**src/rtl/neuron_mac.sv**
```systemverilog
// neuron_mac
//   Multiply-accumulate stage for one neuron. Each accepted input sample
//   drives a read of the neuron's weight memory. The returned weight is
//   multiplied by the aligned sample, and the products are accumulated with
//   saturation over numWeight samples. At the end of each vector the bias is
//   added and one saturated weighted sum is emitted.
//
// Ports
//   clk        clock, all state updates on the rising edge
//   rst_n      asynchronous active-low reset
//   in_valid   in_data is valid this cycle (no backpressure)
//   in_data    signed input sample
//   bias       signed bias in product Q-format, sampled at the end of a vector
//   ren        weight-memory read enable (combinational)
//   radd       weight-memory read address (combinational, current index)
//   wout       signed weight, returned one cycle after ren
//   out_valid  one-cycle pulse qualifying out_data / out_sat
//   out_data   signed saturated sum of x*w plus bias
//   out_sat    saturation occurred somewhere in this vector
module neuron_mac #(
  parameter int numWeight    = 784,
  parameter int addressWidth = 10,
  parameter int dataWidth    = 16,
  parameter int accWidth     = 2 * dataWidth
) (
  input  logic                           clk,
  input  logic                           rst_n,
  input  logic                           in_valid,
  input  logic signed [dataWidth-1:0]    in_data,
  input  logic signed [accWidth-1:0]     bias,
  output logic                           ren,
  output logic        [addressWidth-1:0] radd,
  input  logic signed [dataWidth-1:0]    wout,
  output logic                           out_valid,
  output logic signed [accWidth-1:0]     out_data,
  output logic                           out_sat
);

  localparam int prodWidth = 2 * dataWidth;
  localparam logic [addressWidth-1:0] lastIdx = addressWidth'(numWeight - 1);
  localparam logic signed [accWidth-1:0] accMax = {1'b0, {(accWidth-1){1'b1}}};
  localparam logic signed [accWidth-1:0] accMin = {1'b1, {(accWidth-1){1'b0}}};

  // A one-bit-wider sum has overflowed the accWidth range when its two top
  // bits disagree.
  function automatic logic overflow(input logic signed [accWidth:0] v);
    return v[accWidth] != v[accWidth-1];
  endfunction

  // Clamp a one-bit-wider sum to the signed accWidth range; the top bit gives
  // the true sign, and therefore the direction of the clamp.
  function automatic logic signed [accWidth-1:0] saturate(input logic signed [accWidth:0] v);
    if (overflow(v)) begin
      return v[accWidth] ? accMin : accMax;
    end
    return v[accWidth-1:0];
  endfunction

  // Sample index and pipeline state
  logic        [addressWidth-1:0] cnt_q, cnt_d;
  logic signed [dataWidth-1:0]    x_q;
  logic                           v0_q, first0_q, last0_q;
  logic signed [prodWidth-1:0]    prod_q;
  logic                           v1_q, first1_q, last1_q;
  logic signed [accWidth-1:0]     acc_q;
  logic                           satf_q;
  logic                           outValid_q;
  logic signed [accWidth-1:0]     outData_q;
  logic                           outSat_q;

  // Stage-2 combinational datapath
  logic signed [accWidth-1:0] accBase;
  logic signed [accWidth:0]   prodWide;
  logic signed [accWidth:0]   sumWide;
  logic signed [accWidth-1:0] sumSat;
  logic                       satfNext;
  logic signed [accWidth:0]   biasWide;
  logic signed [accWidth-1:0] biasSat;

  // The memory read is issued in the same cycle the sample arrives, so the
  // weight comes back exactly when the registered sample reaches stage 1.
  assign ren  = in_valid & rst_n;
  assign radd = cnt_q;

  // Index advances only on accepted samples and wraps at the vector end.
  always_comb begin
    cnt_d = cnt_q;
    if (in_valid) begin
      cnt_d = (cnt_q == lastIdx) ? '0 : cnt_q + addressWidth'(1);
    end
  end

  // The first sample of a vector restarts the running sum from zero instead
  // of the stale accumulator, which lets vectors run back to back without a
  // bubble. The bias add reuses the same saturation rule.
  always_comb begin
    accBase = acc_q;
    if (first1_q) begin
      accBase = '0;
    end
    prodWide = (accWidth+1)'(prod_q);
    sumWide  = (accWidth+1)'(accBase) + prodWide;
    sumSat   = saturate(sumWide);
    satfNext = (satf_q & ~first1_q) | overflow(sumWide);
    biasWide = (accWidth+1)'(sumSat) + (accWidth+1)'(bias);
    biasSat  = saturate(biasWide);
  end

  // Three-stage pipeline: capture sample and position tags, multiply by the
  // returned weight, then accumulate and emit on the last sample. A reset
  // discards any partial vector and clears every tag so no stale pulse leaks.
  always_ff @(posedge clk or negedge rst_n) begin
    if (!rst_n) begin
      cnt_q      <= '0;
      x_q        <= '0;
      v0_q       <= 1'b0;
      first0_q   <= 1'b0;
      last0_q    <= 1'b0;
      prod_q     <= '0;
      v1_q       <= 1'b0;
      first1_q   <= 1'b0;
      last1_q    <= 1'b0;
      acc_q      <= '0;
      satf_q     <= 1'b0;
      outValid_q <= 1'b0;
      outData_q  <= '0;
      outSat_q   <= 1'b0;
    end else begin
      cnt_q <= cnt_d;

      v0_q     <= in_valid;
      first0_q <= in_valid && (cnt_q == '0);
      last0_q  <= in_valid && (cnt_q == lastIdx);
      if (in_valid) begin
        x_q <= in_data;
      end

      v1_q     <= v0_q;
      first1_q <= first0_q;
      last1_q  <= last0_q;
      if (v0_q) begin
        prod_q <= prodWidth'(x_q) * prodWidth'(wout);
      end

      outValid_q <= v1_q & last1_q;
      if (v1_q) begin
        acc_q  <= sumSat;
        satf_q <= satfNext;
        if (last1_q) begin
          outData_q <= biasSat;
          outSat_q  <= satfNext | overflow(biasWide);
        end
      end
    end
  end

  assign out_valid = outValid_q;
  assign out_data  = outData_q;
  assign out_sat   = outSat_q;

endmodule
```
**config.mk**
```make
export PLATFORM = sky130hd
export DESIGN_NAME = neuron_mac
export DESIGN_NICKNAME = d
export VERILOG_FILES = /design/src/rtl/neuron_mac.sv
export SDC_FILE = /design/constraint.sdc
export NUM_CORES = 1
export LEC_CHECK = 0
export ABC_AREA = 0
export BUFFER_PORTS_ARGS = -buffer_cell sky130_fd_sc_hd__buf_2
export CAP_MARGIN = 20
export CORE_MARGIN = 4
export CORE_UTILIZATION = 38
export DETAILED_ROUTE_END_ITERATION = 10
export GPL_TIMING_DRIVEN = 0
export PLACE_DENSITY = 0.66
export SLEW_MARGIN = 20
export SYNTH_ARGS = -nofsm -noshare
export SYNTH_HDL_FRONTEND = slang
export SYNTH_SLANG_ARGS = --single-unit
```
**constraint.sdc**
```tcl
create_clock -name clk -period 6 [get_ports clk]
set_clock_uncertainty 0.1 [all_clocks]
set_input_delay 1.2 -clock clk [delete_from_list [all_inputs] [get_ports clk]]
set_output_delay 1.2 -clock clk [all_outputs]
set_load 0.005 [all_outputs]
```
==> summary.md, run 1 <==
| Metric | Value |
|---|---|
| Status | finished with violations |
| Violated checks | setup timing |
| YS warnings | 0 |
| Worst r2r dst | prod_q[23] |
| TritonCTS clock tree | built |
| GR peak layer | met2 |
| Die Footprint | 52900 µm² |
| H-tree depth | 4 |
| Final wirelength | 52.0 mm |
| Final setup margin | -0.920 ns |
| Detailed Place HPWL | 40.0 mm |
| CP endpoint kind | register |
| Synth area leader | fa_1 |
| # diodes | 0 |
| Post-synth EDFFs | 0 |
| Fin. max-slew vios | 0 |
| Kind of critical path | in -> reg |
| Global-route wire length before repair | 83.0 mm |
| Clock Latency Late Sink | 0.45 ns |
| Initial Util | 0.383 |
| Clock root cell | clkbuf_16 |
| Setup crit start kind | input port |
| Die Width | 230 µm |
| Io pins | 112 |
| Post-synth top area share | 0.282 |
| Mapped Area | 18700 µm² |
| End of the critical path | prod_q[23] |
| Via/cell ratio | 5.15 |
| IO Port Bufs | 111 |
| Vias in the first global route | 16275 |
| GRT Total Usage | 0.196 |
| Hold WC Path Type | reg -> reg |
| M1 GR Usage | 0.258 |
| Crit path launch | wout[5] |
| Worst path required time | 6.22 ns |
| Post-route clock period utilization | 1.15 |
| Unique masters post-synth | 76 |
| DRT antenna net count | 0 |
| Via count | 15246 |
| Syn avg cell area | 9.13 µm² |
| Die Height | 230 µm |
| Seq/Total Area, Yosys | 0.175 |
| Post-synth top cells | inv_1, fa_1, nand2_1 |
| Fmax | 145 MHz |
| Most frequent cell after synthesis | inv_1 |
| DRT Pass-1 Iters | 5 |
| Syn_nets | 2528 |
| Synth top area cells | fa_1, dfrtp_1, ha_1 |
| Post-synthesis cell count | 2050 |
| R2R depth | 24 |
| # rows | 81 |
| Clock transition at the registers of the reported paths | 0.06 ns |
| R2r startpoint | x_q[10] |
| GP Congestion | 0.921 |
| R2r setup slk | -0.83 ns |
| Nets | 2763 |
| Unrepaired setup endpoints after global routing | yes |
| Largest net degree at the start of global routing | 82 |
| Worst EP arrival | 7.14 ns |
| Fraction of layout cells with a size suffix above 1 | 0.246 |
| Least-Margin Pin Slew | 0.889 ns |
| Final Setup Violations | 18 |
| Asr flop ratio synth | 1.00 |
| CP max FO | 4 |
| Setup TNS | -9.95 ns |
| Max cap viols | 0 |
| CTS Sinks | 131 |
| Final Hold Vio Count | 0 |
| Drt drc | 0 |
| Layout Cells excl Fill | 2962 |
| Met2 Track Usage GR | 0.340 |
| Slew HR | 0.407 |
| Initial antenna violation count | 1 |
| GR Util met3 | 0.0269 |
| Top_reg_cell synth | dfrtp_1 |
| Worst slack on hold paths | 0.248 ns |
| Core Area | 48800 µm² |
| DP Cell Count | 2826 |
| Inserted Clock Buffers | 17 |
| GRT overflow | 0 |
| Synth-to-Final Area Change | 25.1% |
| Number of synthesized register bits | 131 |
| Routed length per instance | 17.6 µm |
| Min Tclk post-route | 6.92 ns |
| Clk buf depth | 2 |
| First DRT Iteration DRCs | 725 |
[through the flow]
step	cell area, µm²	worst slack (ns)	util
floorplan	18900	-0.912	-
global placement	20300	-1.80	0.415
detailed placement	20300	-1.83	0.416
CTS	22100	-0.858	0.453
global route	23400	-1.03	0.479
finish	23400	-0.920	0.479
[worst max-delay path, cell delays in order]
cell and delay (ns):
buf_12 0.12, clkbuf_8 0.15, and2_4 0.14, fa_1 0.52
fa_1 0.44, fa_1 0.53, fa_1 0.54, fa_1 0.50
inv_1 0.05, fa_1 0.48, inv_2 0.05, ha_4 0.21
a21o_1 0.17, a21o_1 0.15, a21o_1 0.20, or3b_4 0.41
a311oi_4 0.28, buf_6 0.16, nor2_4 0.05, buf_6 0.15
a21o_1 0.16, a21oi_2 0.14, xnor2_1 0.08, mux2_4 0.25
[cells by family after synthesis]
kind of cell	Yosys count	synth area share
simple gates	601	0.159
fa+ha+maj	415	0.383
buf+inv	412	0.0840
compound gates	333	0.116
flops	131	0.175
xor+xnor	93	0.0439
mux	65	0.0390
[timing repair]
| item | CTS | global route |
|---|---|---|
| resized for setup | 178 | 209 |
| gates cloned | 0 | 5 |
| setup buffers | 53 | 49 |
| hold buffers | 0 | 0 |
| setup endpoints to repair | 52 | 52 |
| pin swaps | 70 | 82 |
[state kept, by name (all words and copies together) (netlist names)]
name       flops
acc_q         32
out_data      32
prod_q        32
x_q           16
radd          10
first0_q       1
first1_q       1
last0_q        1
last1_q        1
out_sat        1
out_valid      1
satf_q         1
v0_q           1
v1_q           1
[per-layer routing]
| metal | routed length [µm] | share of wire | vias up |
|---|---|---|---|
| li1 | - | - | 7085 |
| met1 | 22400 | 0.43 | 7741 |
| met2 | 26300 | 0.51 | 343 |
| met3 | 2090 | 0.040 | 77 |
| met4 | 1210 | 0.023 | 0 |
| met5 | 0 | 0 | - |
[placed cells by master (no fill, tap or decap), types with 87 or more instances in the layout]
master | synthesis | final
a21oi_1 | 114 | 87
and2_1 | 138 | 125
buf_2 | 11 | 98
buf_4 | 3 | 88
dfrtp_1 | 131 | 124
fa_1 | 264 | 249
ha_1 | 147 | 117
inv_1 | 342 | 326
nand2_1 | 182 | 172
nor2_1 | 115 | 108
[final cells by class]
class	count	area [µm²]
Inverter	342	1290
Buffer	67	658
Sequential cell	131	3290
Tap cell	664	831
Clock buffer	21	460
Clock inverter	11	198
Multi-Input combinational cell	1507	15000
Timing Repair Buffer	219	1710
Fill cell	4539	25400
[worst min path at each step]
stage / endpoint / cells after the start / start
5_1_grt: first1_q / 0 / first0_q
6_report: first1_q / 0 / first0_q
3_3_place_gp: last1_q / 0 / last0_q
4_1_cts: first1_q / 0 / first0_q
3_5_place_dp: first1_q / 0 / first0_q
2_1_floorplan: first1_q / 0 / first0_q
Power of run 1 is not shown: default switching activity piles up to over one toggle a cycle in this logic, so the estimate is an artifact.
==> run 2: changes to the inputs <==
--- a/config.mk
+++ b/config.mk
@@ -13,6 +13,7 @@
 export DETAILED_ROUTE_END_ITERATION = 10
 export GPL_TIMING_DRIVEN = 0
 export PLACE_DENSITY = 0.66
+export SETUP_SLACK_MARGIN = 0.3
 export SLEW_MARGIN = 20
 export SYNTH_ARGS = -nofsm -noshare
 export SYNTH_HDL_FRONTEND = slang
==> summary.md, run 2 (synthesis results as in run 1) <==
| Metric | Value |
|---|---|
| Clock root cell | clkbuf_16 |
| IO Port Bufs | 111 |
| DRT Pass-1 Iters | 5 |
| Most Frequent Cell on Critical Path | fa_1 |
| Crit-path leading delay family | adder cells |
| Inserted Clock Buffers | 17 |
| Clk buf depth | 2 |
| Fmax | 145 MHz |
| Unrepaired setup endpoints after global routing | yes |
| CP max stage delay | 0.53 ns |
| Critical-path top delay cell | fa_1 |
| Global-route wire length before repair | 83.9 mm |
| Detailed Place HPWL | 40.0 mm |
| Least-Margin Pin Slew | 0.920 ns |
| DRT antenna net count | 0 |
| First DRT Iteration DRCs | 873 |
| Worst EP arrival | 7.13 ns |
| Setup crit start kind | input port |
| Commonest cells after routing, fill and taps aside | inv_1, fa_1, nand2_1, and2_1, dfrtp_1 |
| Setup TNS | -9.55 ns |
| Final wirelength | 52.9 mm |
| Worst path required time | 6.23 ns |
| Nets | 2790 |
| Initial antenna violation count | 1 |
| Violated checks | setup timing |
| Kind of critical path | in -> reg |
| CP endpoint kind | register |
| Commonest non-fill, non-tap cell in the layout | inv_1 |
| Hold WC Path Type | reg -> reg |
| Core Area | 48800 µm² |
| Initial Util | 0.383 |
| Drt drc | 0 |
| Die Height | 230 µm |
| TritonCTS clock tree | built |
| Final setup margin | -0.903 ns |
| Routed length per instance | 17.7 µm |
| Fill count | 4476 |
| # rows | 81 |
| Fin. max-slew vios | 0 |
| Fraction of layout cells with a size suffix above 1 | 0.276 |
| Via/cell ratio | 5.18 |
| CP max FO | 7 |
| Io pins | 112 |
| Via count | 15483 |
| Die Width | 230 µm |
| Slew HR | 0.387 |
| Final Setup Violations | 18 |
| Min Tclk post-route | 6.90 ns |
| H-tree depth | 4 |
| Clock Latency Late Sink | 0.45 ns |
| # diodes | 0 |
| Vias in the first global route | 16412 |
| CTS Sinks | 131 |
| Largest net degree at the start of global routing | 90 |
| Clock transition at the registers of the reported paths | 0.06 ns |
| R2r setup slk | -0.82 ns |
| Synth-to-Final Area Change | 28.6% |
| Post-route clock period utilization | 1.15 |
| GRT Total Usage | 0.198 |
| GP Congestion | 0.923 |
| Max cap viols | 0 |
| Worst path bufs/invs | 7 |
| Final Hold Vio Count | 0 |
| GRT overflow | 0 |
| Die Footprint | 52900 µm² |
| Status | finished with violations |
run 2: through the flow:
stage | hold slack (ns) | cells | util | setup WS, ns | cell area (µm²)
after floorplan | 0.231 | 2050 | - | -0.912 | 18900
after global placement | 0.233 | 2825 | 0.415 | -1.81 | 20300
after detailed placement | 0.235 | 2826 | 0.416 | -1.83 | 20300
after CTS | 0.247 | 2938 | 0.465 | -0.873 | 22700
after global routing | 0.259 | 2988 | 0.493 | -1.03 | 24100
final | 0.242 | 2988 | 0.493 | -0.903 | 24100
run 2: routing by layer:
layer / track usage / routed length [µm] / part of all wire / vias up
li1: - / - / - / 7129
met1: 0.257 / 22200 / 0.42 / 7877
met2: 0.347 / 26800 / 0.51 / 391
met3: 0.0325 / 2780 / 0.052 / 86
met4: 0.0503 / 1180 / 0.022 / 0
met5: 0 / 0 / 0 / -
run 2: area by class of cell:
cell class,count,area [µm²],share of cell area
Tap cell,664,831,0.0345
Multi-Input combinational cell,1507,15400,0.641
Clock inverter,11,175,0.00728
Inverter,342,1290,0.0536
Clock buffer,20,467,0.0194
Sequential cell,131,3290,0.137
Buffer,70,711,0.0295
Timing Repair Buffer,243,1890,0.0785
run 2: final timing paths:
path	start	endpoint	cells past startpoint
hold / removal	last0_q	last1_q	0
hold reg to reg	last0_q	last1_q	0
setup / recovery	wout[8]	prod_q[23]	25
max in group asynchronous	rst_n	x_q[15]	2
min in group asynchronous	rst_n	out_data[3]	1
setup reg to reg	x_q[10]	prod_q[23]	24
run 2: what timing repair did:
item                                    4_1_cts  5_1_grt
setup buffers                                80       48
pin swaps                                    89      107
resized for setup                           264      249
endpoints found under the setup margin       54       54
cloned                                        1        2
hold buffers                                  0        0
Power of run 2 is left out for the same reason.
